`src/rtl/vga_timing_rx_if.sv`:
```
// rtl/vga_timing_rx_if.sv - video input and measurement bundle for vga_timing_rx
interface vga_timing_rx_if #(
  parameter int CW = 12
);
  logic          hsync;
  logic          vsync;
  logic          de;
  logic          rx_de;
  logic [CW-1:0] rx_x;
  logic [CW-1:0] rx_y;
  logic [CW-1:0] h_total;
  logic [CW-1:0] h_active;
  logic [CW-1:0] h_sync;
  logic [CW-1:0] v_total;
  logic [CW-1:0] v_active;
  logic          locked;
  logic          frame_start;
  logic          sync_err;

  modport master (
    output hsync, vsync, de,
    input  rx_de, rx_x, rx_y, h_total, h_active, h_sync, v_total, v_active,
    input  locked, frame_start, sync_err
  );

  modport slave (
    input  hsync, vsync, de,
    output rx_de, rx_x, rx_y, h_total, h_active, h_sync, v_total, v_active,
    output locked, frame_start, sync_err
  );
endinterface

```
`src/rtl/vga_timing_rx.sv`:
```
// rtl/vga_timing_rx.sv - VGA timing receiver: measures line/frame timing, locks, recovers coordinates
module vga_timing_rx #(
  parameter bit HSYNC_POL   = 1'b0,
  parameter bit VSYNC_POL   = 1'b0,
  parameter int CW          = 12,
  parameter int LOCK_FRAMES = 2
) (
  input  logic           clk,
  input  logic           rst_n,
  vga_timing_rx_if.slave vif
);
  localparam logic [CW-1:0] MAX = '1;
  localparam int MW = $clog2(LOCK_FRAMES + 1);

  typedef enum logic [1:0] {S_SEARCH, S_MEASURE, S_LOCKED} state_t;

  state_t        r_state;
  logic          r_hs, r_vs, r_de, r_hs_d, r_vs_d, r_de_d;
  logic [CW-1:0] r_hcnt, r_hsw, r_decnt;
  logic [CW-1:0] r_f_lines, r_f_active, r_f_len, r_f_sync, r_f_de;
  logic          r_f_href, r_f_dref, r_f_ok, r_skip;
  logic [CW-1:0] r_s_len, r_s_sync, r_s_de, r_s_lines, r_s_active;
  logic [MW-1:0] r_match;
  logic [CW-1:0] r_h_total, r_h_active, r_h_sync, r_v_total, r_v_active;
  logic          r_locked, r_sync_err, r_frame_start;
  logic [CW-1:0] r_xcnt, r_ycnt, r_rx_x, r_rx_y;
  logic          r_rx_de;

  logic          w_hs_edge, w_vs_edge, w_de_fall, w_len_sat, w_skip;
  logic          w_m_eq, w_m_ok, w_lock_err;
  logic [CW-1:0] w_len;
  logic [CW-1:0] w_n_lines, w_n_active, w_n_len, w_n_sync, w_n_de;
  logic          w_n_href, w_n_dref, w_n_ok;

  function automatic logic [CW-1:0] sat_inc(input logic [CW-1:0] v);
    return (v == MAX) ? v : v + CW'(1);
  endfunction

  assign w_hs_edge = r_hs & ~r_hs_d;
  assign w_vs_edge = r_vs & ~r_vs_d;
  assign w_de_fall = r_de_d & ~r_de;
  assign w_len_sat = (r_hcnt == MAX);
  assign w_len     = w_len_sat ? MAX : r_hcnt + CW'(1);
  // The line completing on the first hs edge after leaving SEARCH may have started mid-line.
  assign w_skip    = r_skip | ((r_state == S_SEARCH) & w_vs_edge);
  assign w_m_eq    = ({r_f_len, r_f_sync, r_f_de, r_f_lines, r_f_active} ==
                      {r_s_len, r_s_sync, r_s_de, r_s_lines, r_s_active});
  assign w_m_ok    = r_f_ok & r_f_href & (r_f_lines != '0);
  assign w_lock_err = (w_hs_edge & (w_len_sat | (w_len != r_h_total))) |
                      (w_vs_edge & (r_f_lines != r_v_total));

  always_ff @(posedge clk or negedge rst_n) begin
    if (!rst_n) begin
      {r_hs, r_vs, r_de, r_hs_d, r_vs_d, r_de_d} <= '0;
      r_hcnt  <= '0;
      r_hsw   <= '0;
      r_decnt <= '0;
    end else begin
      r_hs   <= (vif.hsync == HSYNC_POL);
      r_vs   <= (vif.vsync == VSYNC_POL);
      r_de   <= vif.de;
      r_hs_d <= r_hs;
      r_vs_d <= r_vs;
      r_de_d <= r_de;
      if (w_hs_edge) begin
        r_hcnt  <= '0;
        r_hsw   <= CW'(1);
        r_decnt <= CW'(r_de);
      end else begin
        r_hcnt <= sat_inc(r_hcnt);
        if (r_hs) r_hsw <= sat_inc(r_hsw);
        if (r_de) r_decnt <= sat_inc(r_decnt);
      end
    end
  end

  // Frame accumulator: a vs edge opens a new window, and a coincident hs edge lands in it.
  always_comb begin
    w_n_lines  = r_f_lines;
    w_n_active = r_f_active;
    w_n_len    = r_f_len;
    w_n_sync   = r_f_sync;
    w_n_de     = r_f_de;
    w_n_href   = r_f_href;
    w_n_dref   = r_f_dref;
    w_n_ok     = r_f_ok;
    if (w_vs_edge) begin
      w_n_lines  = '0;
      w_n_active = '0;
      w_n_len    = '0;
      w_n_sync   = '0;
      w_n_de     = '0;
      w_n_href   = 1'b0;
      w_n_dref   = 1'b0;
      w_n_ok     = 1'b1;
    end
    if (w_hs_edge) begin
      w_n_lines = sat_inc(w_n_lines);
      if (r_decnt != '0) w_n_active = sat_inc(w_n_active);
      if (!w_skip) begin
        if (w_len_sat) w_n_ok = 1'b0;
        if (!w_n_href) begin
          w_n_len  = w_len;
          w_n_sync = r_hsw;
          w_n_href = 1'b1;
        end else if ((w_len != w_n_len) || (r_hsw != w_n_sync)) begin
          w_n_ok = 1'b0;
        end
        if (r_decnt != '0) begin
          if (!w_n_dref) begin
            w_n_de   = r_decnt;
            w_n_dref = 1'b1;
          end else if (r_decnt != w_n_de) begin
            w_n_ok = 1'b0;
          end
        end
      end
    end
  end

  always_ff @(posedge clk or negedge rst_n) begin
    if (!rst_n) begin
      {r_f_lines, r_f_active, r_f_len, r_f_sync, r_f_de} <= '0;
      {r_f_href, r_f_dref, r_f_ok, r_skip} <= '0;
    end else begin
      r_f_lines  <= w_n_lines;
      r_f_active <= w_n_active;
      r_f_len    <= w_n_len;
      r_f_sync   <= w_n_sync;
      r_f_de     <= w_n_de;
      r_f_href   <= w_n_href;
      r_f_dref   <= w_n_dref;
      r_f_ok     <= w_n_ok;
      r_skip     <= w_skip & ~w_hs_edge;
    end
  end

  always_ff @(posedge clk or negedge rst_n) begin
    if (!rst_n) begin
      r_state       <= S_SEARCH;
      r_match       <= '0;
      r_locked      <= 1'b0;
      r_sync_err    <= 1'b0;
      r_frame_start <= 1'b0;
      {r_s_len, r_s_sync, r_s_de, r_s_lines, r_s_active} <= '0;
      {r_h_total, r_h_active, r_h_sync, r_v_total, r_v_active} <= '0;
    end else begin
      r_sync_err    <= 1'b0;
      r_frame_start <= w_vs_edge;
      case (r_state)
        S_SEARCH: if (w_vs_edge) r_state <= S_MEASURE;
        S_MEASURE: if (w_vs_edge) begin
          {r_s_len, r_s_sync, r_s_de, r_s_lines, r_s_active} <=
            {r_f_len, r_f_sync, r_f_de, r_f_lines, r_f_active};
          if (w_m_eq && w_m_ok) begin
            r_match <= r_match + MW'(1);
            if (r_match + MW'(1) == MW'(LOCK_FRAMES)) begin
              r_state    <= S_LOCKED;
              r_locked   <= 1'b1;
              r_h_total  <= r_s_len;
              r_h_sync   <= r_s_sync;
              r_h_active <= r_s_de;
              r_v_total  <= r_s_lines;
              r_v_active <= r_s_active;
            end
          end else begin
            r_match <= '0;
          end
        end
        S_LOCKED: if (w_lock_err) begin
          // Stored set is cleared so relock needs the full sequence of fresh frames.
          r_state    <= S_SEARCH;
          r_locked   <= 1'b0;
          r_match    <= '0;
          r_sync_err <= 1'b1;
          {r_s_len, r_s_sync, r_s_de, r_s_lines, r_s_active} <= '0;
        end
        default: r_state <= S_SEARCH;
      endcase
    end
  end

  always_ff @(posedge clk or negedge rst_n) begin
    if (!rst_n) begin
      r_xcnt  <= '0;
      r_ycnt  <= '0;
      r_rx_x  <= '0;
      r_rx_y  <= '0;
      r_rx_de <= 1'b0;
    end else begin
      if (r_de) r_xcnt <= sat_inc(r_xcnt);
      else      r_xcnt <= '0;
      if (w_vs_edge)      r_ycnt <= '0;
      else if (w_de_fall) r_ycnt <= sat_inc(r_ycnt);
      r_rx_de <= r_de;
      r_rx_x  <= r_xcnt;
      r_rx_y  <= r_ycnt;
    end
  end

  assign vif.rx_de       = r_rx_de;
  assign vif.rx_x        = r_rx_x;
  assign vif.rx_y        = r_rx_y;
  assign vif.h_total     = r_h_total;
  assign vif.h_active    = r_h_active;
  assign vif.h_sync      = r_h_sync;
  assign vif.v_total     = r_v_total;
  assign vif.v_active    = r_v_active;
  assign vif.locked      = r_locked;
  assign vif.frame_start = r_frame_start;
  assign vif.sync_err    = r_sync_err;
endmodule

```
`src/flat_wrapper.sv`:
```
// flat-port wrapper written by rule: the top's interface ports become plain ports
module vga_timing_rx_flat 
#(
  parameter bit HSYNC_POL   = 1'b0,
  parameter bit VSYNC_POL   = 1'b0,
  parameter int CW          = 12,
  parameter int LOCK_FRAMES = 2
)
  (clk, rst_n, vif_hsync, vif_vsync, vif_de, vif_rx_de, vif_rx_x, vif_rx_y, vif_h_total, vif_h_active, vif_h_sync, vif_v_total, vif_v_active, vif_locked, vif_frame_start, vif_sync_err);
  vga_timing_rx_if #(.CW(CW)) vif_i ();
  input  logic clk;
  input  logic rst_n;
  input wire logic [$bits(vif_i.hsync)-1:0] vif_hsync;
  input wire logic [$bits(vif_i.vsync)-1:0] vif_vsync;
  input wire logic [$bits(vif_i.de)-1:0] vif_de;
  output wire logic [$bits(vif_i.rx_de)-1:0] vif_rx_de;
  output wire logic [$bits(vif_i.rx_x)-1:0] vif_rx_x;
  output wire logic [$bits(vif_i.rx_y)-1:0] vif_rx_y;
  output wire logic [$bits(vif_i.h_total)-1:0] vif_h_total;
  output wire logic [$bits(vif_i.h_active)-1:0] vif_h_active;
  output wire logic [$bits(vif_i.h_sync)-1:0] vif_h_sync;
  output wire logic [$bits(vif_i.v_total)-1:0] vif_v_total;
  output wire logic [$bits(vif_i.v_active)-1:0] vif_v_active;
  output wire logic [$bits(vif_i.locked)-1:0] vif_locked;
  output wire logic [$bits(vif_i.frame_start)-1:0] vif_frame_start;
  output wire logic [$bits(vif_i.sync_err)-1:0] vif_sync_err;
  assign vif_i.hsync = vif_hsync;
  assign vif_i.vsync = vif_vsync;
  assign vif_i.de = vif_de;
  assign vif_rx_de = vif_i.rx_de;
  assign vif_rx_x = vif_i.rx_x;
  assign vif_rx_y = vif_i.rx_y;
  assign vif_h_total = vif_i.h_total;
  assign vif_h_active = vif_i.h_active;
  assign vif_h_sync = vif_i.h_sync;
  assign vif_v_total = vif_i.v_total;
  assign vif_v_active = vif_i.v_active;
  assign vif_locked = vif_i.locked;
  assign vif_frame_start = vif_i.frame_start;
  assign vif_sync_err = vif_i.sync_err;
  vga_timing_rx #(.HSYNC_POL(HSYNC_POL), .VSYNC_POL(VSYNC_POL), .CW(CW), .LOCK_FRAMES(LOCK_FRAMES)) u_core (.clk(clk), .rst_n(rst_n), .vif(vif_i));
endmodule
```
`config.mk`:
```
export PLATFORM = sky130hd
export DESIGN_NAME = vga_timing_rx_flat
export DESIGN_NICKNAME = d
export VERILOG_FILES = /design/src/rtl/vga_timing_rx_if.sv /design/src/rtl/vga_timing_rx.sv /design/src/flat_wrapper.sv
export SDC_FILE = /design/constraint.sdc
export NUM_CORES = 1
export LEC_CHECK = 0
export CORE_ASPECT_RATIO = 1.4
export CORE_MARGIN = 1.5
export CORE_UTILIZATION = 30
export CTS_BUF_LIST = sky130_fd_sc_hd__clkbuf_4 sky130_fd_sc_hd__clkbuf_8
export DETAILED_ROUTE_END_ITERATION = 12
export GPL_TIMING_DRIVEN = 0
export PLACE_DENSITY = 0.53
export SLEW_MARGIN = 20
export SYNTH_ARGS = -nofsm -noshare
export SYNTH_HDL_FRONTEND = slang
export SYNTH_SLANG_ARGS = --single-unit
export TNS_END_PERCENT = 30
```
`constraint.sdc`:
```
create_clock -name clk -period 8.14 [get_ports clk]
set_input_delay 1.628 -clock clk [delete_from_list [all_inputs] [get_ports clk]]
set_output_delay 1.628 -clock clk [all_outputs]
set_load 0.02 [all_outputs]
```
* Word level (Yosys, flattened, before mapping)
Cells that the tools add are included.
** Word-level totals
- Register bits :: 281
- Bits of input ports :: 5
- Output and inout port bits :: 88
- Word-level logic and storage cells :: 182
** Cells by class
- Add/subtract/negate cells :: 8
- Eq/ne operators :: 26
- Mux-type cells :: 77
- Bitwise gates (word level) :: 18
- Reduce and logical (&&, ||, !) cells :: 16
** Operators with widths (count)
- $mux W12 :: 40
- $pmux W12 S2 :: 5
- $add A12 B1 Y12 const B :: 7
- $eq A12 B12 Y1 const B :: 7
- $eq A60 B60 Y1 :: 1
- $ne A12 B12 Y1 :: 5
- $reduce_bool A12 Y1 :: 2
- $mux W1 :: 22
- $ne A2 B1 Y1 const B :: 9
- $mux W2 :: 7
- $reduce_and A5 Y1 :: 2
- $and A1 B1 Y1 :: 9
- $reduce_bool A2 Y1 :: 4
- $not A1 Y1 :: 6
- $pmux W2 S3 :: 1
- $reduce_and A2 Y1 :: 3
- $eq A2 B2 Y1 const B :: 2
- $pmux W2 S2 :: 1
- $reduce_and A4 Y1 :: 1
- $or A1 B1 Y1 :: 3
- $reduce_and A3 Y1 :: 1
- $add A2 B1 Y2 const B :: 1
- $eq A2 B1 Y1 const B :: 1
- $logic_not A2 Y1 :: 1
- other kinds (4) :: 4

* Longest topological paths before layout
Gate-level depths: netlist of run 1.
- Depth in word-level cells :: 12
- Mapped depth :: 12
- Gate-level depth less buffers :: 9

* Worst setup path before layout of run 1
No wires, ideal clock.
- Kind :: flip-flop to flip-flop
- Start :: reg u_core.r_vs
- End :: reg u_core.r_f_lines[6]
- Library setup time :: 0.132 ns
- Arrival :: 2.627 ns
- Required time :: 8.008 ns
- Slack :: 5.381 ns
- Stages on the path, launching flop included :: 13
- Path buffers :: 3
- Clock period less this slack :: 2.759 ns
- Cells stage by stage :: dfrtp_1 -> nand2b_1 -> clkbuf_1 -> clkbuf_1 -> clkbuf_1 -> and2_1 -> ha_1 -> nand3_1 -> o31ai_1 -> nor2_1 -> nand3_1 -> xor2_1 -> nor2_1
** Between the ends
- Longest elaborated chain between the ends :: 5
- Elaborated cells between the ends (all ways) :: 6
- Those cells by class :: 1 x add/sub; 1 x eq/ne; 3 x mux; 1 x bitwise
** RTL lines
- start: declaration :: line vga_timing_rx.sv:18 : logic r_hs, r_vs, r_de, r_hs_d, r_vs_d, r_de_d;
- start signal: assignment :: line vga_timing_rx.sv:60 : r_vs <= (vif.vsync == VSYNC_POL);
- $and A1 B1 Y1 (*) :: line vga_timing_rx.sv:40 : assign w_vs_edge = r_vs & ~r_vs_d;
- $mux W12 (*) :: line vga_timing_rx.sv:87 : if (w_vs_edge) begin
- $add A12 B1 Y12 or $eq A12 B12 Y1 (tied branches) :: line vga_timing_rx.sv:36 : return (v == MAX) ? v : v + CW'(1);
- $mux W12 :: line vga_timing_rx.sv:36
- $mux W12 (*) :: line vga_timing_rx.sv:97 : if (w_hs_edge) begin
- named net u_core.w_n_lines[6] :: line vga_timing_rx.sv:32 : logic [CW-1:0] w_n_lines, w_n_active, w_n_len, w_n_sync, w_n_de;
- end signal: assignment :: line vga_timing_rx.sv:126 : r_f_lines <= w_n_lines;
- end: declaration :: line vga_timing_rx.sv:20 : logic [CW-1:0] r_f_lines, r_f_active, r_f_len, r_f_sync, r_f_de;
Mark *: on every way through the listed nets, which the timed path passes. The rest lies on a longest branch.
A chain may end at the register's enable or synchronous reset.

* Worst setup path after layout of run 1
- Start :: reg u_core.r_vs
- End :: reg u_core.r_f_lines[8]
The elaborated chain is that of the path after synthesis.

==> results of run 1 <==
-- area by class of cell --
class	count	area, µm²	share of cell area [%]
sequential	281	7030	42.5
multi-input combinational	877	6040	36.5
timing repair buffer	95	1010	6.09
clock buffer	75	957	5.78
tap	611	764	4.62
buffer	92	529	3.20
inverter	34	128	0.771
clock inverter	7	85.1	0.514
antenna	1	2.50	0.0151
-- kinds of logic after synthesis --
logic type | share of synthesized area [%]
AND/OR/NAND/NOR | 16.0
multiplexers | 6.03
flip-flops | 51.2
buffers and inverters | 4.79
XOR/XNOR | 8.74
adder cells (fa/ha/maj) | 1.09
AO/OA/AOI/OAI | 12.1
-- metrics by stage --
stage | power (W) | utilization (%)
after floorplan | 0.00223 | -
after global placement | 0.00256 | 34.1
after CTS | 0.00399 | 36.7
final | 0.00395 | 36.7
after global routing | 0.00413 | 36.7
after detailed placement | 0.00257 | 34.3
-- final timing paths --
| check | cells after the start | slack, ps | startpoint | endpoint |
|---|---|---|---|---|
| min in group asynchronous | 1 | 950 | rst_n | u_core.vif.frame_start |
| worst min-delay path | 0 | 390 | u_core.r_vs | u_core.r_vs_d |
| worst min register to register | 0 | 390 | u_core.r_vs | u_core.r_vs_d |
| worst max register to register | 12 | 4060 | u_core.r_vs | u_core.r_f_lines[8] |
| worst max-delay path | 12 | 4060 | u_core.r_vs | u_core.r_f_lines[8] |
| max in group asynchronous | 3 | 6080 | rst_n | u_core.r_f_sync[4] |
-- routing by layer --
layer / up-vias / part of all wire [%]
met5: - / 0
met1: 5165 / 41
li1: 4847 / -
met4: 0 / 4.4
met3: 86 / 4.0
met2: 238 / 51
-- power breakdown --
group | switching, W | internal [W]
clock | 0.000594 | 0.000804
sequential | 0.0000937 | 0.00149
combinational | 0.000592 | 0.000376
-- layout by cell type, fill, tap and decap left out, types with 10 or more instances in the layout --
cell type        count
dfrtp_1            281
nor2_1             115
nand2_1            107
xnor2_1             98
clkdlybuf4s50_1     91
clkbuf_8            63
a22o_1              62
clkbuf_1            61
o21ai_0             54
nand3_1             53
mux2_2              48
nand4_1             44
xor2_1              39
inv_1               33
a21oi_1             22
and3_1              18
nor3_1              16
mux2_1              15
nor4_1              14
a31oi_1             14
clkbuf_4            13
o32ai_1             13
ha_1                12
nor4bb_1            11
or3_1               10
==> impl_summary.md, run 1 <==
Run status
The run finished with clean final reports.

Clocking
TritonCTS built the clock tree. The clock tree synthesis step divided the H-tree into 2 levels. After clock tree synthesis, the setup repair step added 0 buffers. Clock tree synthesis selected as its root buffer the cell clkbuf_8. The number of clock sinks is 281. Buffers inserted to repair hold after CTS numbered 0. The clock reaches the later pin of the worst-skew pair after 600 ps. The post-cts gate resize count is 0. TritonCTS created 48 clock buffers. No sink is reached through more buffers than the 3 on the longest clock path. After clock tree synthesis, the clock-pin slew on the worst setup and hold paths is 60 ps.

Synthesis
By instance count, the leading cell after synthesis is dfrtp_1. The commonest cells after synthesis are dfrtp_1 (281), nor2_1 (115), nand2_1 (107). The synthesized design contains 0 enable-type register cells. Counting flops and latches in the post-synthesis netlist gives 281. The top cell type by area accounts for 51.2% of the synthesized area. After synthesis, the cell types taking the most area are dfrtp_1 (51%), xnor2_1 (6.3%), a22o_1 (4.0%). In the synthesized netlist the async set-or-reset flop fraction comes to 100%.

During synthesis, Yosys emitted a total of 0 warnings. The most common flop cell mapped by yosys is dfrtp_1. The average size of a mapped cell is 10.7 µm². The proportion of synthesized chip area in sequential cells is 51.2%.

Synthesis instantiated 79 different standard cells from the library. The total standard cell area after synthesis is 13700 µm². dfrtp_1 takes more of the synthesized area than any other cell. In the synthesized netlist, the number of instances is 1284. The number of nets handed over by synthesis was 1301.

Critical path
Counting stages on the worst path, the most repeated cell is clkbuf_1. STA classifies the critical path startpoint as a flip-flop. The arrival time of the worst setup path is 4530 ps. The required arrival time at the worst endpoint is 8590 ps.

The kind of critical path is flip-flop to flip-flop. The critical-path cell with the highest stage delay is o31ai_1. Of all nets on the critical path, the largest fanout is 10. The critical path goes through nand2b_1 -> clkbuf_1 -> clkbuf_1 -> clkbuf_1 -> and2_1 -> ha_1 -> nand3_1 -> o31ai_1 -> nor2_1 -> nand3_1 -> xor2_1 -> nor2_1.

The kind of end point of the critical path is a flip-flop. Grouping stages by cell kind, the critical path spends the most delay in buffers and inverters. The number of buffers and inverters on the critical path is 3. For this run, the slowest stage of the critical path takes 700 ps.

Route
The number of remaining DRC errors is 0. The length of the first detailed-routing pass in iterations is 5. The DRC violation total after the first TritonRoute iteration is 595. Once detail routing completed, the nets flagged for antenna violations numbered 0. The aggregate routed wire length is 39700 µm. After detailed routing, the average wire length per cell comes to 19.2 µm. The total number of vias is 10336. In the routed layout, each cell is associated on average with a via count of 4.99.

Global routing
The first global-routing pass estimated 63000 µm of wire. The met2 global-route usage is 30.5%. The remaining global-route overflow is 0.

The met3 demand-to-capacity share in global routing is 2.85%. The pin count of the biggest net entering global routing is 92. The number of global-route vias before repair is 10861. The layer carrying the most global-route usage is met2. Global routing used 20.1% of the available met1 tracks. The initial antenna violation count is 1. Across every metal layer, demand over resource in global routing totals 17.2%.

Run
Across the run, the number of max-cap violations was 0.

Floorplanning
The floorplan step defined a core boundary enclosing 45100 µm². The die area is 47100 µm². The floorplan has 92 rows. The I/O pin count is 93. The overall die height is 256 µm. The width of the die is 184 µm. Once the floorplan was initialized, standard cells occupied 30.4% of the core.

Timing
The final total negative setup slack is 0 ps. The actual transition at the worst max-transition pin is 880 ps. After layout, the worst setup slack is 4060 ps. The max-slew violation count is 0. The final-report hold violation count came to 0. After layout, the worst path uses 50.1% of the clock period. The final number of setup-violating endpoints is 0. The worst pin sits at a relative slew slack of 40.6%. Derived from the worst setup path, the maximum achievable clock frequency is 0.245 GHz. Clock skew on the completed layout was measured at 23.9 ps. The clock period minus worst slack is 4080 ps. Setup repair after global routing left no endpoint under its margin. The worst hold slack across all endpoints is 394 ps.

Placed design
The routability congestion estimate is 0.830. Counting tap cells, the placed design contains a total of 1990 instances. In this run the tool buffered the top-level ports with 92 buffer cells. In this run the cell area measured after placement is 15500 µm².

Timing analysis after detailed placement gives a worst setup slack of 4080 ps. The detailed-placement wirelength estimate is 28600 µm.

Final layout
The summed area of non-filler cells in the final layout is 16500 µm². The final layout net count is 1446. The share of layout cells above drive strength 1 is 12.6%. Relative to the synthesized area, the layout overhead comes to 20.6%. The finished layout holds 2073 standard cells, fillers aside. The number of fill cells is 4570.

Power and ir drop
Power spread over the standard cell area amounts to 238 nW/µm². The leakage power of the design is 7.14 nW. The maximum resistive drop on vdd is 112 µV.

Hold path
The worst min-delay path category is flip-flop to flip-flop.
No activity file was read; power rests on OpenSTA's default activity.
==> run 2, diff against run 1 <==
Clock period 8.14 ns to 3.85 ns, I/O delays scaled along.
==> run 2 against run 1 <==
  * Die area did not move
  * Total power rose by 110%
  * Global-route usage is essentially flat
  * Worst setup slack got worse by 3700 ps
  * Final area barely moved
  * Utilization is essentially flat
  * Clock skew about the same
  * Largest power group unchanged
  * Highest routed layer unchanged
==> impl_summary.md, run 2 (synthesis gave the netlist of run 1 again) <==
Timing
The final critical-path setup slack came to 331 ps (-3730 ps). The actual transition at the worst max-transition pin is 896 ps (+16.2 ps). The highest clock rate was 0.284 GHz (+16%). The max-slew violation count is 0 (unchanged). The clock tree skew after final layout is 23.6 ps (-0.302 ps). The relative slew slack is 39.5% (-1.1 points). The final number of setup-violating endpoints was 0 (unchanged).

The final-report hold violation count is 0 (unchanged). The clock period minus worst slack is 3520 ps (-558 ps). The period utilization came to 91.4% (+41 points). Setup repair after global routing left no endpoint under its margin. The worst hold slack across all endpoints was 90.5 ps (-303 ps).

Hold path
The worst min-delay path category is input port to async pin.

Route
The average via count per standard cell is 5.00 (+0.38%). The number of remaining DRC errors came to 0 (unchanged). The routed length per placed instance is 19.2 µm (about the same). The length of the first detailed-routing pass in iterations is 5 (unchanged). The number of nets still failing antenna checks after routing is 0 (unchanged). The DRC violation total after the first TritonRoute iteration is 578 (-2.9%). The aggregate routed wire length is 39700 µm (about the same).

The total number of vias came to 10375 (+0.38%).

Clocking
The clock slew at the register clock pins of the worst setup and hold paths is 60 ps (about the same). The deepest level of the CTS H-tree is 2 (unchanged). The cell sitting at the root of the clock tree is a clkbuf_8. TritonCTS built the clock tree.

The number of clock sinks was 281 (unchanged). The clock latency of the later-clocked register in the worst-skew pair came to 600 ps (about the same). The number of buffers inserted for hold repair after clock tree synthesis came to 0 (unchanged). The worst-case clock buffer depth is 3 (unchanged). The number of buffers inserted during clock tree synthesis is 48 (unchanged).

Global routing
The number of global-route vias before repair is 10869 (+0.074%). The global routing usage summed across all routing layers came to 17.2% (about the same). The initial antenna violation count is 1 (unchanged). The remaining global-route overflow is 0 (unchanged). The met2 global-route usage was 30.5% (-0.032 points).

The pin count of the biggest net entering global routing is 92 (unchanged). The met3 demand-to-capacity share in global routing is 2.87% (+0.028 points). The met1 layer usage reported by global route is 20.1% (about the same). The layer carrying the most global-route usage is met2.

The first-pass GRT wire length was 63000 µm (about the same).

Power and ir drop
The maximum resistive drop on vdd is 240 µV (+110%). The overall power was 0.00835 W (+110%). The leakage power of the design is 7.15 nW (+0.13%). The total power per unit cell area is 504 nW/µm² (+110%).

Critical path
The type of origin of the critical path is a flip-flop. The critical path in this run is classified as flip-flop to flip-flop. The arrival time of the worst setup path is 3970 ps (-560 ps). The signal on the critical path passes through nand2b_1 -> clkbuf_1 -> inv_2 -> buf_1 -> buf_1 -> clkbuf_2 -> buf_1 -> nor2_1. The required arrival time at the worst endpoint is 4300 ps (-4290 ps).

The maximum cell stage delay along the critical path is 590 ps (-110 ps). The maximum net fanout on the critical path was 10 (unchanged). In this design, the critical path's most frequently occurring cell is buf_1.

The critical path's top delay family is buffers and inverters. The worst setup path is captured at a flip-flop. The number of buffer and inverter stages on the critical path is 6 (+3). Among all stages on the critical path, the largest delay is contributed by buf_1.

Run
The number of max-capacitance violations reported is 0 (unchanged).

Floorplanning
The area of the core was 45100 µm² (unchanged). The overall die height was 256 µm (unchanged). The initial cell density of the core was 30.4% (unchanged). The placement row count is 92 (unchanged).

The I/O pin count is 93 (unchanged). The die area is 47100 µm² (unchanged). The width of the die is 184 µm (unchanged).

Final layout
Leaving out fill and tap cells, the most frequent cell in the layout is dfrtp_1. The layout overhead on the synthesized area is 20.7% (about the same). In the layout the commonest cells are dfrtp_1 (281), nor2_1 (115), nand2_1 (107). The final layout net count was 1446 (unchanged). The share of layout cells above drive strength 1 is 12.9% (+0.27 points).

Placed design
The detailed-placement wirelength estimate is 28600 µm (unchanged). The post-placement worst setup slack is -209 ps (-4290 ps). The total of buffers placed on input and output ports is 92 (unchanged). The routability congestion estimate came to 0.830 (unchanged).

Run status
The run finished with clean final reports.
## run 2: cell counts in the layout (fill, tap and decap cells not counted)
No cell type changed its count.
## run 2: repair_timing
action | 4_1_cts | 5_1_grt
setup endpoints to repair | 13 | 6
resized for setup | 3 | 2
endpoints found under the hold margin | 0 | 0
setup buffers | 0 | 0
## run 2: report_power, final
group	internal, W	leakage (nW)	total [W]	switching (W)
Combinational	0.000795	2.74	0.00205	0.00125
Clock	0.00170	0.556	0.00296	0.00126
Sequential	0.00314	3.86	0.00334	0.000198
## run 2: per-layer routing
layer  wire, µm  vias to the layer above
li1           -                     4859
met1      16100                     5178
met2      20300                      253
met3       1570                       85
met4       1730                        0
met5          0                        -
## run 2: path summary, 6_finish.rpt
kind	from	to	slack [ps]	depth (start not counted)
setup / recovery	u_core.r_vs_d	u_core.r_f_active[6]	330	8
hold / removal	rst_n	u_core.vif.frame_start	90	1
setup reg to reg	u_core.r_vs_d	u_core.r_f_active[6]	330	8
hold reg to reg	u_core.r_vs	u_core.r_vs_d	390	0
max in group asynchronous	rst_n	u_core.r_f_sync[4]	2650	3
min in group clk	u_core.r_vs	u_core.r_vs_d	390	0
## run 2: cell type report
cell class | instances | area [µm²]
clock inverter | 7 | 85.1
tap | 611 | 764
buffer | 92 | 533
multi-input combinational | 877 | 6050
timing repair buffer | 95 | 1010
fill | 4571 | 28600
sequential | 281 | 7030
antenna | 1 | 2.50
clock buffer | 75 | 957
inverter | 34 | 128
## run 2: metrics by stage
| step | instance area, µm² | std cells | utilization [%] | TNS (ps) |
|---|---|---|---|---|
| 2_1_floorplan | 13700 | 1284 | - | 0 |
| 3_3_place_gp | 15400 | 1987 | 34.1 | -2979570 |
| 3_5_place_dp | 15500 | 1990 | 34.3 | -1040 |
| 4_1_cts | 16500 | 2072 | 36.7 | 0 |
| 5_1_grt | 16600 | 2073 | 36.7 | 0 |
| 6_report | 16600 | 2073 | 36.7 | 0 |
==> run 3, diff against run 2 <==
Settings changed: CAP_MARGIN set to 20, CTS_CLUSTER_DIAMETER set to 80.
==> results of run 3 <==
Same layout as run 2: the final DEF is identical, and so are final timing and power.
